## src/rtl/i2s_pkg.sv

```systemverilog
// Shared constants and helpers for the I2S serial audio blocks.
package i2s_pkg;

    localparam int unsigned MODE_I2S = 0;
    localparam int unsigned MODE_LJ  = 1;

    // Bits needed to hold values 0..value-1, never less than one.
    function automatic int unsigned clog2(input int unsigned value);
        int unsigned result;
        result = 1;
        while ((64'd1 << result) < 64'(value)) begin
            result = result + 1;
        end
        return result;
    endfunction

endpackage

```

## src/rtl/i2s_bclk_gen.sv

```systemverilog
// Bit-clock generator: divides the system clock and flags each bclk edge one cycle early.
module i2s_bclk_gen
    import i2s_pkg::*;
#(
    parameter int unsigned DivFactor = 3
) (
    input  logic clk_i,
    input  logic rst_ni,
    output logic bclk_o,
    output logic rise_o,
    output logic fall_o
);

    localparam int unsigned CntW = clog2(DivFactor + 1);
    localparam logic [CntW-1:0] CntMax = CntW'(DivFactor);
    localparam logic [CntW-1:0] CntOne = CntW'(1);

    logic [CntW-1:0] div_cnt_d, div_cnt_q;
    logic            bclk_d, bclk_q;
    logic            wrap;

    always_comb begin
        wrap      = (div_cnt_q == CntMax);
        div_cnt_d = wrap ? CntOne : div_cnt_q + CntOne;
        bclk_d    = wrap ? !bclk_q : bclk_q;
    end

    always_ff @(posedge clk_i or negedge rst_ni) begin
        if (!rst_ni) begin
            div_cnt_q <= CntOne;
            bclk_q    <= 1'b0;
        end else begin
            div_cnt_q <= div_cnt_d;
            bclk_q    <= bclk_d;
        end
    end

    // Strobes mark the sysclk edge on which bclk is about to toggle.
    assign bclk_o = bclk_q;
    assign rise_o = wrap && !bclk_q;
    assign fall_o = wrap && bclk_q;

endmodule

```

## src/rtl/i2s_tx_framed.sv

```systemverilog
// Stereo I2S / left-justified transmitter with a one-pair holding buffer and underrun flag.
module i2s_tx_framed
    import i2s_pkg::*;
#(
    parameter int unsigned DIV_FACTOR = 3,
    parameter int unsigned SAMPLE_W   = 16,
    parameter int unsigned SLOT_W     = 16,
    parameter int unsigned MODE       = 0
) (
    input  logic                sysclk_i,
    input  logic                rst_ni,
    input  logic                s_valid_i,
    output logic                s_ready_o,
    input  logic [SAMPLE_W-1:0] s_left_i,
    input  logic [SAMPLE_W-1:0] s_right_i,
    output logic                bclk_o,
    output logic                wclk_o,
    output logic                dout_o,
    output logic                frame_start_o,
    output logic                underrun_o
);

    localparam int unsigned FrameW = 2 * SLOT_W;
    localparam int unsigned PosW   = clog2(FrameW);
    localparam logic [PosW-1:0] PosLast   = PosW'(FrameW - 1);
    localparam logic [PosW-1:0] PosSlot   = PosW'(SLOT_W);
    localparam logic [PosW-1:0] PosSlotM1 = PosW'(SLOT_W - 1);
    localparam logic [PosW-1:0] PosOne    = PosW'(1);

    logic                bit_fall;
    logic                unused_bclk_rise;
    logic                accept, load;
    logic [FrameW-1:0]   buf_frame, frame;
    logic [FrameW-1:0]   shift_d, shift_q;
    logic [PosW-1:0]     pos_d, pos_q;
    logic [SAMPLE_W-1:0] buf_l_d, buf_l_q, buf_r_d, buf_r_q;
    logic                full_d, full_q;
    logic                dout_d, dout_q, wclk_d, wclk_q;
    logic                frame_start_d, frame_start_q, underrun_d, underrun_q;

    i2s_bclk_gen #(
        .DivFactor(DIV_FACTOR)
    ) u_bclk_gen (
        .clk_i (sysclk_i),
        .rst_ni(rst_ni),
        .bclk_o(bclk_o),
        .rise_o(unused_bclk_rise),
        .fall_o(bit_fall)
    );

    // Each slot is MSB-aligned; unused low slot bits go out as zero.
    assign buf_frame = (FrameW'(buf_l_q) << (FrameW - SAMPLE_W))
                     | (FrameW'(buf_r_q) << (SLOT_W - SAMPLE_W));

    always_comb begin
        accept        = s_valid_i && !full_q;
        load          = bit_fall && (pos_q == PosLast);
        frame         = shift_q;
        pos_d         = pos_q;
        shift_d       = shift_q;
        dout_d        = dout_q;
        wclk_d        = wclk_q;
        full_d        = full_q;
        buf_l_d       = buf_l_q;
        buf_r_d       = buf_r_q;
        frame_start_d = 1'b0;
        underrun_d    = 1'b0;

        if (bit_fall) begin
            pos_d   = load ? '0 : pos_q + PosOne;
            frame   = load ? (full_q ? buf_frame : '0) : shift_q;
            dout_d  = frame[FrameW-1];
            shift_d = frame << 1;
            // I2S switches the word clock one bit ahead of the slot it names.
            if (MODE == MODE_I2S) begin
                wclk_d = (pos_d >= PosSlotM1) && (pos_d != PosLast);
            end else begin
                wclk_d = (pos_d >= PosSlot);
            end
        end

        if (load) begin
            frame_start_d = 1'b1;
            underrun_d    = !full_q;
            full_d        = 1'b0;
        end

        if (accept) begin
            full_d  = 1'b1;
            buf_l_d = s_left_i;
            buf_r_d = s_right_i;
        end
    end

    always_ff @(posedge sysclk_i or negedge rst_ni) begin
        if (!rst_ni) begin
            pos_q         <= PosLast;
            shift_q       <= '0;
            dout_q        <= 1'b0;
            wclk_q        <= 1'b0;
            full_q        <= 1'b0;
            buf_l_q       <= '0;
            buf_r_q       <= '0;
            frame_start_q <= 1'b0;
            underrun_q    <= 1'b0;
        end else begin
            pos_q         <= pos_d;
            shift_q       <= shift_d;
            dout_q        <= dout_d;
            wclk_q        <= wclk_d;
            full_q        <= full_d;
            buf_l_q       <= buf_l_d;
            buf_r_q       <= buf_r_d;
            frame_start_q <= frame_start_d;
            underrun_q    <= underrun_d;
        end
    end

    assign s_ready_o     = !full_q;
    assign wclk_o        = wclk_q;
    assign dout_o        = dout_q;
    assign frame_start_o = frame_start_q;
    assign underrun_o    = underrun_q;

endmodule
```

## config.mk

```make
export PLATFORM = sky130hd
export DESIGN_NAME = i2s_tx_framed
export DESIGN_NICKNAME = d
export VERILOG_FILES = /design/src/rtl/i2s_pkg.sv /design/src/rtl/i2s_bclk_gen.sv /design/src/rtl/i2s_tx_framed.sv
export SDC_FILE = /design/constraint.sdc
export NUM_CORES = 1
export LEC_CHECK = 0
export BUFFER_PORTS_ARGS = -buffer_cell sky130_fd_sc_hd__buf_2
export CAP_MARGIN = 20
export CORE_MARGIN = 1.5
export CORE_UTILIZATION = 40
export DETAILED_ROUTE_END_ITERATION = 7
export PLACE_DENSITY = 0.67
export SLEW_MARGIN = 0
export SYNTH_ARGS = -nofsm -noshare
export SYNTH_HDL_FRONTEND = slang
export SYNTH_HIERARCHICAL = 1
export SYNTH_SLANG_ARGS = --single-unit
export TNS_END_PERCENT = 5
```

## constraint.sdc

```tcl
create_clock -name sysclk_i -period 5.2 [get_ports sysclk_i]
set_input_delay 1.04 -clock sysclk_i [delete_from_list [all_inputs] [get_ports sysclk_i]]
set_output_delay 1.04 -clock sysclk_i [all_outputs]
set_load 0.02 [all_outputs]
```

==> results of run 1 <==
==> per-layer routing <==
| layer | GRT usage [%] | wire, um | share of wire [%] |
|---|---|---|---|
| met4 | 7.971 | 158 | 2.6 |
| met3 | 3.756 | 243 | 4.0 |
| met2 | 22.59 | 2782 | 45 |
| met1 | 18.11 | 2936 | 48 |
| met5 | 0 | 0 | 0 |
==> final cells by class <==
cell class / instances / area (um^2)
fill: 800 / 4410
sequential: 76 / 1909
multi-input combinational: 197 / 1409
timing repair buffer: 43 / 225.2
clock buffer: 12 / 145.1
tap: 105 / 131.4
clock inverter: 4 / 72.57
inverter: 10 / 37.54
==> sequential cells by signal (all words and copies together) (netlist names) <==
signal and flops:
buf_l_q 16, buf_r_q 16, shift_q 31, dout_o 1, wclk_o 1, underrun_o 1, u_bclk_gen/div_cnt_q 2, pos_q 5
frame_start_o 1, u_bclk_gen/bclk_o 1, full_q 1
==> power groups by stage <==
| stage | sequential (W) | combinational (W) | clock [W] |
|---|---|---|---|
| finish | 0.000754 | 0.000108 | 0.000495 |
| global route | 0.000767 | 0.000123 | 0.000534 |
| CTS | 0.000756 | 0.000112 | 0.000511 |
| detailed placement | 0.000767 | 0.000112 | 0 |
| global placement | 0.000763 | 0.000105 | 0 |
| floorplan | 0.000739 | 0.0000789 | 0 |
==> how the worst max path moves through the flow <==
stage                     startpoint     endpoint
after floorplan            s_valid_i   buf_l_q[0]
after global placement     s_valid_i   buf_r_q[0]
after detailed placement    pos_q[0]       wclk_o
after CTS                   pos_q[0]       wclk_o
after global routing        pos_q[0]  shift_q[25]
final                       pos_q[0]       wclk_o
==> worst register-to-register path: cells and delay by family (launching register included) <==
kind	cells	cell delay [ns]
compound gates	1	0.09
buf+inv	1	0.39
simple gates	3	0.52
flops	1	0.59
fa+ha+maj	2	0.81
==> stage by stage <==
stage,worst slack (ns),util [%],instances,area (um^2),power [W]
3_5_place_dp,2.688,44.51,431,3712,0.0008790
2_1_floorplan,3.298,-,303,3487,0.0008180
6_report,2.677,47.12,447,3930,0.001357
3_3_place_gp,2.723,44.51,431,3712,0.0008682
5_1_grt,2.446,47.12,447,3930,0.001423
4_1_cts,2.678,47.12,447,3930,0.001380
==> impl_metrics.toml, run 1 <==
[power_and_ir_drop]
p_switching_w = 0.0003201
leakage_nw = 1.783
p_comb_share_pct = 8.0
power.share.switching_pct = 23.59
intPower_w = 0.001037
p_seq_share_pct = 55.6
ir_drop_uv = 128.0
p_clk_share_pct = 36.5
p_per_area_nw_per_um2 = 345.3

[cts]
cts_tree = "built"
cts_setup_buffers = 0
clk_pin_slew_worst_paths_ns = 0.07
h-tree-depth = 3
cts.path.max_buffers = 2
cts_hold_buf = 0
cts_buffers = 9
cts_resized = 0
cts-root-buf = "clkbuf_8"
worstSkewPairLatency_ns = 0.35
clock_sinks = 76

[cells_and_area]
nets = 377
final_cell_mix = "dfrtp_1, buf_2, nor2_1"
drive_above_1_share_pct = 30.41
antenna_cells = 0
syn_to_final_growth_pct = 12.70
final_common_cell = "dfrtp_1"

[die]
die-area_um2 = 9287
io_pins = 41
core_um2 = 8341
die_y_um = 96.37
core.rowCount = 33
die_w_um = 96.37
start_util_pct = 41.81

[synth]
syn_area_um2 = 3487
avgSynthCellArea_um2 = 11.51
synth_cells = 303
synthesis.nets = 343
yosys_warnings = 6

[setup_path]
cp-end-kind = "flop"
ff2ff_setup_slack_ns = 2.68
crit_fanout = 25
r2r_start = "pos_q[0]"
worst_ep_arrival_time_ns = 2.74
worstPathRequired_ns = 5.41
worst-path-stages = 7
cp_cell_sequence = "ha_1 -> and3_2 -> ha_1 -> buf_4 -> nand2_1 -> nand4b_1 -> a31oi_1"
crit_buf_inv = 1
max_stage_delay_ns = 0.59
critical_path_class = "reg -> reg"
rr_worst_depth = 7
cp_top_family = "adder cells"
cpMostUsedCell = "ha_1"
regToRegEndpoint = "wclk_o"
start_kind = "flop"
critical_path.slowest_cell = "dfstp_2"

[min_path]
holdPathStages = 1
min_path_type = "reg -> reg"
hold-path-endpoint = "u_bclk_gen/bclk_o"
min_from = "u_bclk_gen/bclk_o"

[route]
vias_per_cell = 5.034
first_pass_iters = 6
via_count = 2250
routed_wl_um = 6120
drc = 0
wl_per_cell_um = 13.69
first_iter_violations = 68
ant_nets = 0

[timing]
finalHoldViolCount = 0
slew_headroom_pct = 36.12
slew_viol_final = 0
tightest_slew_ns = 0.9562
min_period_over_period_pct = 48.52
finalSetupViolations = 0
rsz0062_at_grt = "no"
tns_ns = 0
holdWs_ns = 0.4727
post-route-min-period_ns = 2.523
fin_skew_ns = 0.008536
max_clock_freq_mhz = 396.4

[flow_run]
cap_violations = 0

[grt]
track_usage_pct = 14.41
antenna_found_initial = 0
grt_first_pass_wirelength_um = 10070
globalRouteOverflowTotal = 0
grt_max_degree = 77
grt_pass1_vias = 2212

[placed_design]
portBuffers = 40
post-dp-hpwl_um = 3784
gp_congestion = 0.7777

[status]
status = "complete, no violations"
Note: power is estimated with default switching activity, not from simulation.
==> run 2: changes to the inputs <==
--- a/config.mk
+++ b/config.mk
@@ -5,12 +5,13 @@
 export SDC_FILE = /design/constraint.sdc
 export NUM_CORES = 1
 export LEC_CHECK = 0
+export ABC_AREA = 1
 export BUFFER_PORTS_ARGS = -buffer_cell sky130_fd_sc_hd__buf_2
 export CAP_MARGIN = 20
 export CORE_MARGIN = 1.5
 export CORE_UTILIZATION = 40
 export DETAILED_ROUTE_END_ITERATION = 7
-export PLACE_DENSITY = 0.67
+export PLACE_DENSITY = 0.7
 export SLEW_MARGIN = 0
 export SYNTH_ARGS = -nofsm -noshare
 export SYNTH_HDL_FRONTEND = slang
==> constraint.sdc (replaced) <==
create_clock -name sysclk_i -period 2 [get_ports sysclk_i]
set_input_delay 0.4 -clock sysclk_i [delete_from_list [all_inputs] [get_ports sysclk_i]]
set_output_delay 0.4 -clock sysclk_i [all_outputs]
set_load 0.02 [all_outputs]
==> impl_metrics.toml, run 2 <==
[status]
status = "complete, no violations"

[setup_path]
crit_fanout = 6
max_stage_delay_ns = 0.56
cpMostUsedCell = "nand2_1"
crit_buf_inv = 1
cp-end-kind = "flop"
critical_path_class = "reg -> reg"
worst_ep_arrival_time_ns = 2.10
start_kind = "flop"
cp_cell_sequence = "ha_1 -> nand2_1 -> nor2_1 -> ha_2 -> buf_4 -> nand2_4 -> nand2_1 -> o21bai_1 -> nand4_1 -> nand2_1 -> nand2_1 -> nand2_1"
critical_path.slowest_cell = "dfstp_2"
cp_top_family = "simple AND/OR/NAND/NOR gates"
worstPathRequired_ns = 2.24

[route]
vias_per_cell = 5.180
via_count = 2243
routed_wl_um = 6177
first_iter_violations = 131
wl_met3_um = 286
wl_met2_um = 3045
wl_per_cell_um = 14.27
drc = 0
wl_met1_um = 2734
ant_nets = 0
first_pass_iters = 4
topRoutingLayerUsed = "met4"

[synth]
yosys_warnings = 6
avgSynthCellArea_um2 = 11.67
synthesis.nets = 321
syn_area_um2 = 3281
synth_cells = 281

[cells_and_area]
final_cell_mix = "dfrtp_1, nor2_1, buf_2"
antenna_cells = 0
layout.cells.non_filler = 433
largest_reg_flops = 31
multi_input_area_um2 = 1185
final_common_cell = "dfrtp_1"
num-fill-cells = 758
drive_above_1_share_pct = 34.14
regArea_um2 = 1909
nets = 366
top_register = "shift_q"
syn_to_final_growth_pct = 14.76
largest_registers = "shift_q: 31 flops, buf_l_q: 16 flops, buf_r_q: 16 flops"

[die]
die-area_um2 = 8753
die_w_um = 93.56
core.rowCount = 32
core_um2 = 7848
io_pins = 41
die_y_um = 93.56
start_util_pct = 41.80

[cts]
worstSkewPairLatency_ns = 0.35
cts-root-buf = "clkbuf_8"
cts_tree = "built"
cts.path.max_buffers = 2
cts_buffers = 9
h-tree-depth = 3
clk_pin_slew_worst_paths_ns = 0.07
clock_sinks = 76

[placed_design]
portBuffers = 40
placed_cells = 414
gp_congestion = 0.8288
post-dp-hpwl_um = 4050

[grt]
antenna_found_initial = 0
globalRouteOverflowTotal = 0
grt_max_degree = 41
grt_pass1_vias = 2206
grt_first_pass_wirelength_um = 10500
track_usage_pct = 15.56

[flow_run]
cap_violations = 0

[power_and_ir_drop]
p_per_area_nw_per_um2 = 722.0
leakage_nw = 2.020
ir_drop_uv = 404.1

[timing]
tns_ns = 0
post-route-min-period_ns = 1.860
slew_viol_final = 0
tightest_slew_ns = 0.4826
finalSetupViolations = 0
max_clock_freq_mhz = 537.7
finalHoldViolCount = 0
fin_skew_ns = 0.009522
min_period_over_period_pct = 93.00
slew_headroom_pct = 67.80

[min_path]
min_path_type = "in -> reg"
[run 2: final timing paths]
check | startpoint | endpoint | slack [ns] | cells after the start
worst max-delay path | pos_q[0] | wclk_o | 0.14 | 12
worst min-delay path | s_right_i[5] | buf_r_q[5] | 0.28 | 2
worst max register to register | pos_q[0] | wclk_o | 0.14 | 12
worst min register to register | wclk_o | wclk_o | 0.49 | 2
max in group asynchronous | rst_ni | buf_l_q[5] | 0.93 | 3
min in group asynchronous | rst_ni | buf_r_q[4] | 0.47 | 2
[run 2: worst register-to-register path: stages (launching register included)]
cell and delay [ns]:
dfstp_2 0.56, ha_1 0.18, nand2_1 0.08, nor2_1 0.11, ha_2 0.22, buf_4 0.13, nand2_4 0.07, nand2_1 0.10
o21bai_1 0.07, nand4_1 0.09, nand2_1 0.05, nand2_1 0.05, nand2_1 0.05
[run 2: layout make-up]
type                       count  share of cell area (%)
multi-input combinational    173                   31.47
timing repair buffer          51                   7.976
inverter                      15                   1.562
sequential                    76                   50.71
clock buffer                  11                   3.490
tap                          102                   3.390
clock inverter                 5                   1.396
[run 2: metal layers]
layer / vias up / GRT usage, %
met5: - / 0
met4: 0 / 5.348
met3: 12 / 4.797
met2: 51 / 24.52
met1: 1120 / 20.36
li1: 1060 / -
[run 2: repair_timing]
| action | CTS | global route |
|---|---|---|
| buffers inserted | 0 | 2 |
| hold endpoints to repair | 19 | 0 |
| endpoints found under the setup margin | 0 | 30 |
| gates resized for setup | 0 | 4 |
| hold buffers | 1 | 0 |
[run 2: power by group]
| group | internal (W) | total [W] | switching (W) |
|---|---|---|---|
| sequential | 0.00154 | 0.00154 | 0 |
| clock | 0.000571 | 0.00111 | 0.000541 |
| combinational | 0.0000308 | 0.0000697 | 0.0000389 |
[run 2: stage by stage]
stage	hold WS, ns	utilization [%]	worst slack (ns)	area (um^2)	power, W
floorplan	0.1044	-	0.2567	3281	0.001567
global placement	0.3059	45.25	0.1686	3551	0.001637
detailed placement	0.3084	45.25	0.09758	3551	0.001638
CTS	0.2651	47.72	0.08244	3745	0.002752
global route	0.2589	47.98	-0.03120	3765	0.002820
finish	0.2760	47.98	0.1401	3765	0.002718
==> run 3: changes to the inputs <==
--- a/config.mk
+++ b/config.mk
@@ -9,10 +9,9 @@
 export BUFFER_PORTS_ARGS = -buffer_cell sky130_fd_sc_hd__buf_2
 export CAP_MARGIN = 20
 export CORE_MARGIN = 1.5
-export CORE_UTILIZATION = 40
+export CORE_UTILIZATION = 52
 export DETAILED_ROUTE_END_ITERATION = 7
-export PLACE_DENSITY = 0.7
-export SLEW_MARGIN = 0
+export PLACE_DENSITY = 0.85
 export SYNTH_ARGS = -nofsm -noshare
 export SYNTH_HDL_FRONTEND = slang
 export SYNTH_HIERARCHICAL = 1
==> constraint.sdc (replaced) <==
create_clock -name sysclk_i -period 2 [get_ports sysclk_i]
set_input_delay 0.2 -clock sysclk_i [delete_from_list [all_inputs] [get_ports sysclk_i]]
set_output_delay 0.2 -clock sysclk_i [all_outputs]
set_load 0.02 [all_outputs]
==> impl_metrics.toml, run 3 (synthesis gave the netlist of run 2 again) <==
[power_and_ir_drop]
p_per_area_nw_per_um2 = 707.0
leakage_nw = 2.014
p_total_w = 0.002653
ir_drop_uv = 630.2

[die]
core.rowCount = 28
start_util_pct = 54.76
io_pins = 41
die_w_um = 82.43
die_y_um = 82.43
die-area_um2 = 6795
core_um2 = 5991

[cts]
cts.path.max_buffers = 2
clock_sinks = 76
clk_pin_slew_worst_paths_ns = 0.07
h-tree-depth = 3
worstSkewPairLatency_ns = 0.34
cts_tree = "built"
cts-root-buf = "clkbuf_8"
cts_buffers = 9

[setup_path]
worstPathRequired_ns = 2.23
rr_worst_depth = 12
critical_path_class = "reg -> reg"
regToRegEndpoint = "wclk_o"
worst_ep_arrival_time_ns = 2.10
crit_fanout = 6
start_kind = "flop"
cp-end-kind = "flop"
r2r_start = "pos_q[0]"
ff2ff_setup_slack_ns = 0.13

[timing]
fin_skew_ns = 0.006474
finalSetupViolations = 0
finalHoldViolCount = 0
max_clock_freq_mhz = 534.3
tightest_slew_ns = 0.4950
slew_viol_final = 0
min_period_over_period_pct = 93.58
slew_headroom_pct = 67.00
post-route-min-period_ns = 1.872
holdWs_ns = 0.08035

[placed_design]
post-dp-hpwl_um = 3976
placed_area_um2 = 3512
placed_cells = 385
gp_congestion = 0.8320
portBuffers = 40

[flow_run]
cap_violations = 0

[cells_and_area]
antenna_cells = 0
top_register = "shift_q"
nets = 365
syn_to_final_growth_pct = 14.38
final_cell_mix = "dfrtp_1, nor2_1, buf_2"
drive_above_1_share_pct = 35.45
num-fill-cells = 465
final_area_um2 = 3752
final_common_cell = "dfrtp_1"
fin_util_pct = 62.64
layout.cells.non_filler = 405
largest_reg_flops = 31
largest_registers = "shift_q: 31 flops, buf_l_q: 16 flops, buf_r_q: 16 flops"

[grt]
grt_first_pass_wirelength_um = 10430
grt_pass1_vias = 2298
track_usage_pct = 20.85
use_met3_pct = 5.385
busiest_layer = "met2"
antenna_found_initial = 0
globalRouteOverflowTotal = 0
grt_max_degree = 77
use_met1_pct = 26.57
gr-usage-met2_pct = 33.17

[min_path]
min_from = "s_left_i[6]"
holdPathStages = 2
hold-path-endpoint = "buf_l_q[6]"
min_path_type = "in -> reg"

[route]
vias_per_cell = 5.598
first_iter_violations = 149
via_count = 2267
ant_nets = 0
routed_wl_um = 6186
wl_per_cell_um = 15.27
first_pass_iters = 5
drc = 0

[status]
status = "complete, no violations"
## run 3: changes by cell type in the layout (fill, tap and decap cells not counted)
| cell | change |
|---|---|
| nand2_1 | -3 |
| nand2_2 | +3 |
| clkbuf_8 | +2 |
| buf_6 | +1 |
| clkbuf_1 | -1 |
| buf_12 | +1 |
| ha_1 | -1 |
| clkinvlp_4 | -1 |
| ha_4 | +1 |
| buf_2 | +1 |
| clkinv_4 | +1 |
| bufinv_16 | -1 |
| buf_4 | -4 |
## run 3: through the flow
stage	TNS, ns	worst slack (ns)
finish	0	0.1285
CTS	0	0.02489
global placement	0	0.1869
detailed placement	0	0.03793
floorplan	0	0.2567
global route	-0.02603	-0.02603
## run 3: worst max-delay path by stage
| stage | from | end | slack [ns] | depth (start not counted) |
|---|---|---|---|---|
| after floorplan | pos_q[0] | dout_o | 0.26 | 8 |
| after global placement | pos_q[0] | shift_q[2] | 0.19 | 7 |
| after detailed placement | pos_q[0] | shift_q[18] | 0.04 | 7 |
| after CTS | pos_q[0] | shift_q[18] | 0.02 | 7 |
| after global routing | pos_q[0] | wclk_o | -0.03 | 12 |
| final | pos_q[0] | wclk_o | 0.13 | 12 |
## run 3: worst max-delay path, stage by stage (launching register included)
cell and delay (ns):
dfstp_2 0.58, ha_4 0.14, nand2_1 0.07, nor2_1 0.12, ha_2 0.24, buf_6 0.12, nand2_4 0.08, nand2_2 0.11
o21bai_1 0.07, nand4_1 0.09, nand2_1 0.06, nand2_1 0.05, nand2_1 0.05
## run 3: power breakdown
group | switching [W] | total [W] | internal [W]
clock | 0.000535 | 0.00105 | 0.000515
combinational | 0.0000380 | 0.0000670 | 0.0000291
sequential | 0 | 0.00154 | 0.00154
total | 0.000573 | 0.00265 | 0.00208
## run 3: routing by layer
| metal | routed length [um] | part of all wire (%) |
|---|---|---|
| met4 | 156 | 2.5 |
| met2 | 3150 | 51 |
| met3 | 342 | 5.5 |
| met5 | 0 | 0 |
| met1 | 2536 | 41 |
## run 3: cell type report
type | instances | area [um^2] | area share, %
multi-input cells | 173 | 1205 | 32.11
inverters | 15 | 58.81 | 1.567
well taps | 75 | 93.84 | 2.501
clock inverters | 4 | 23.77 | 0.6335
flip-flops and latches | 76 | 1909 | 50.88
clock buffers | 12 | 155.1 | 4.135
repair buffers | 50 | 306.5 | 8.169
## run 3: timing repair
action | CTS | global route
hold buffers | 1 | 0
setup buffers | 0 | 3
hold endpoints to repair | 70 | 0
gates resized for setup | 0 | 10
endpoints found under the setup margin | 0 | 31
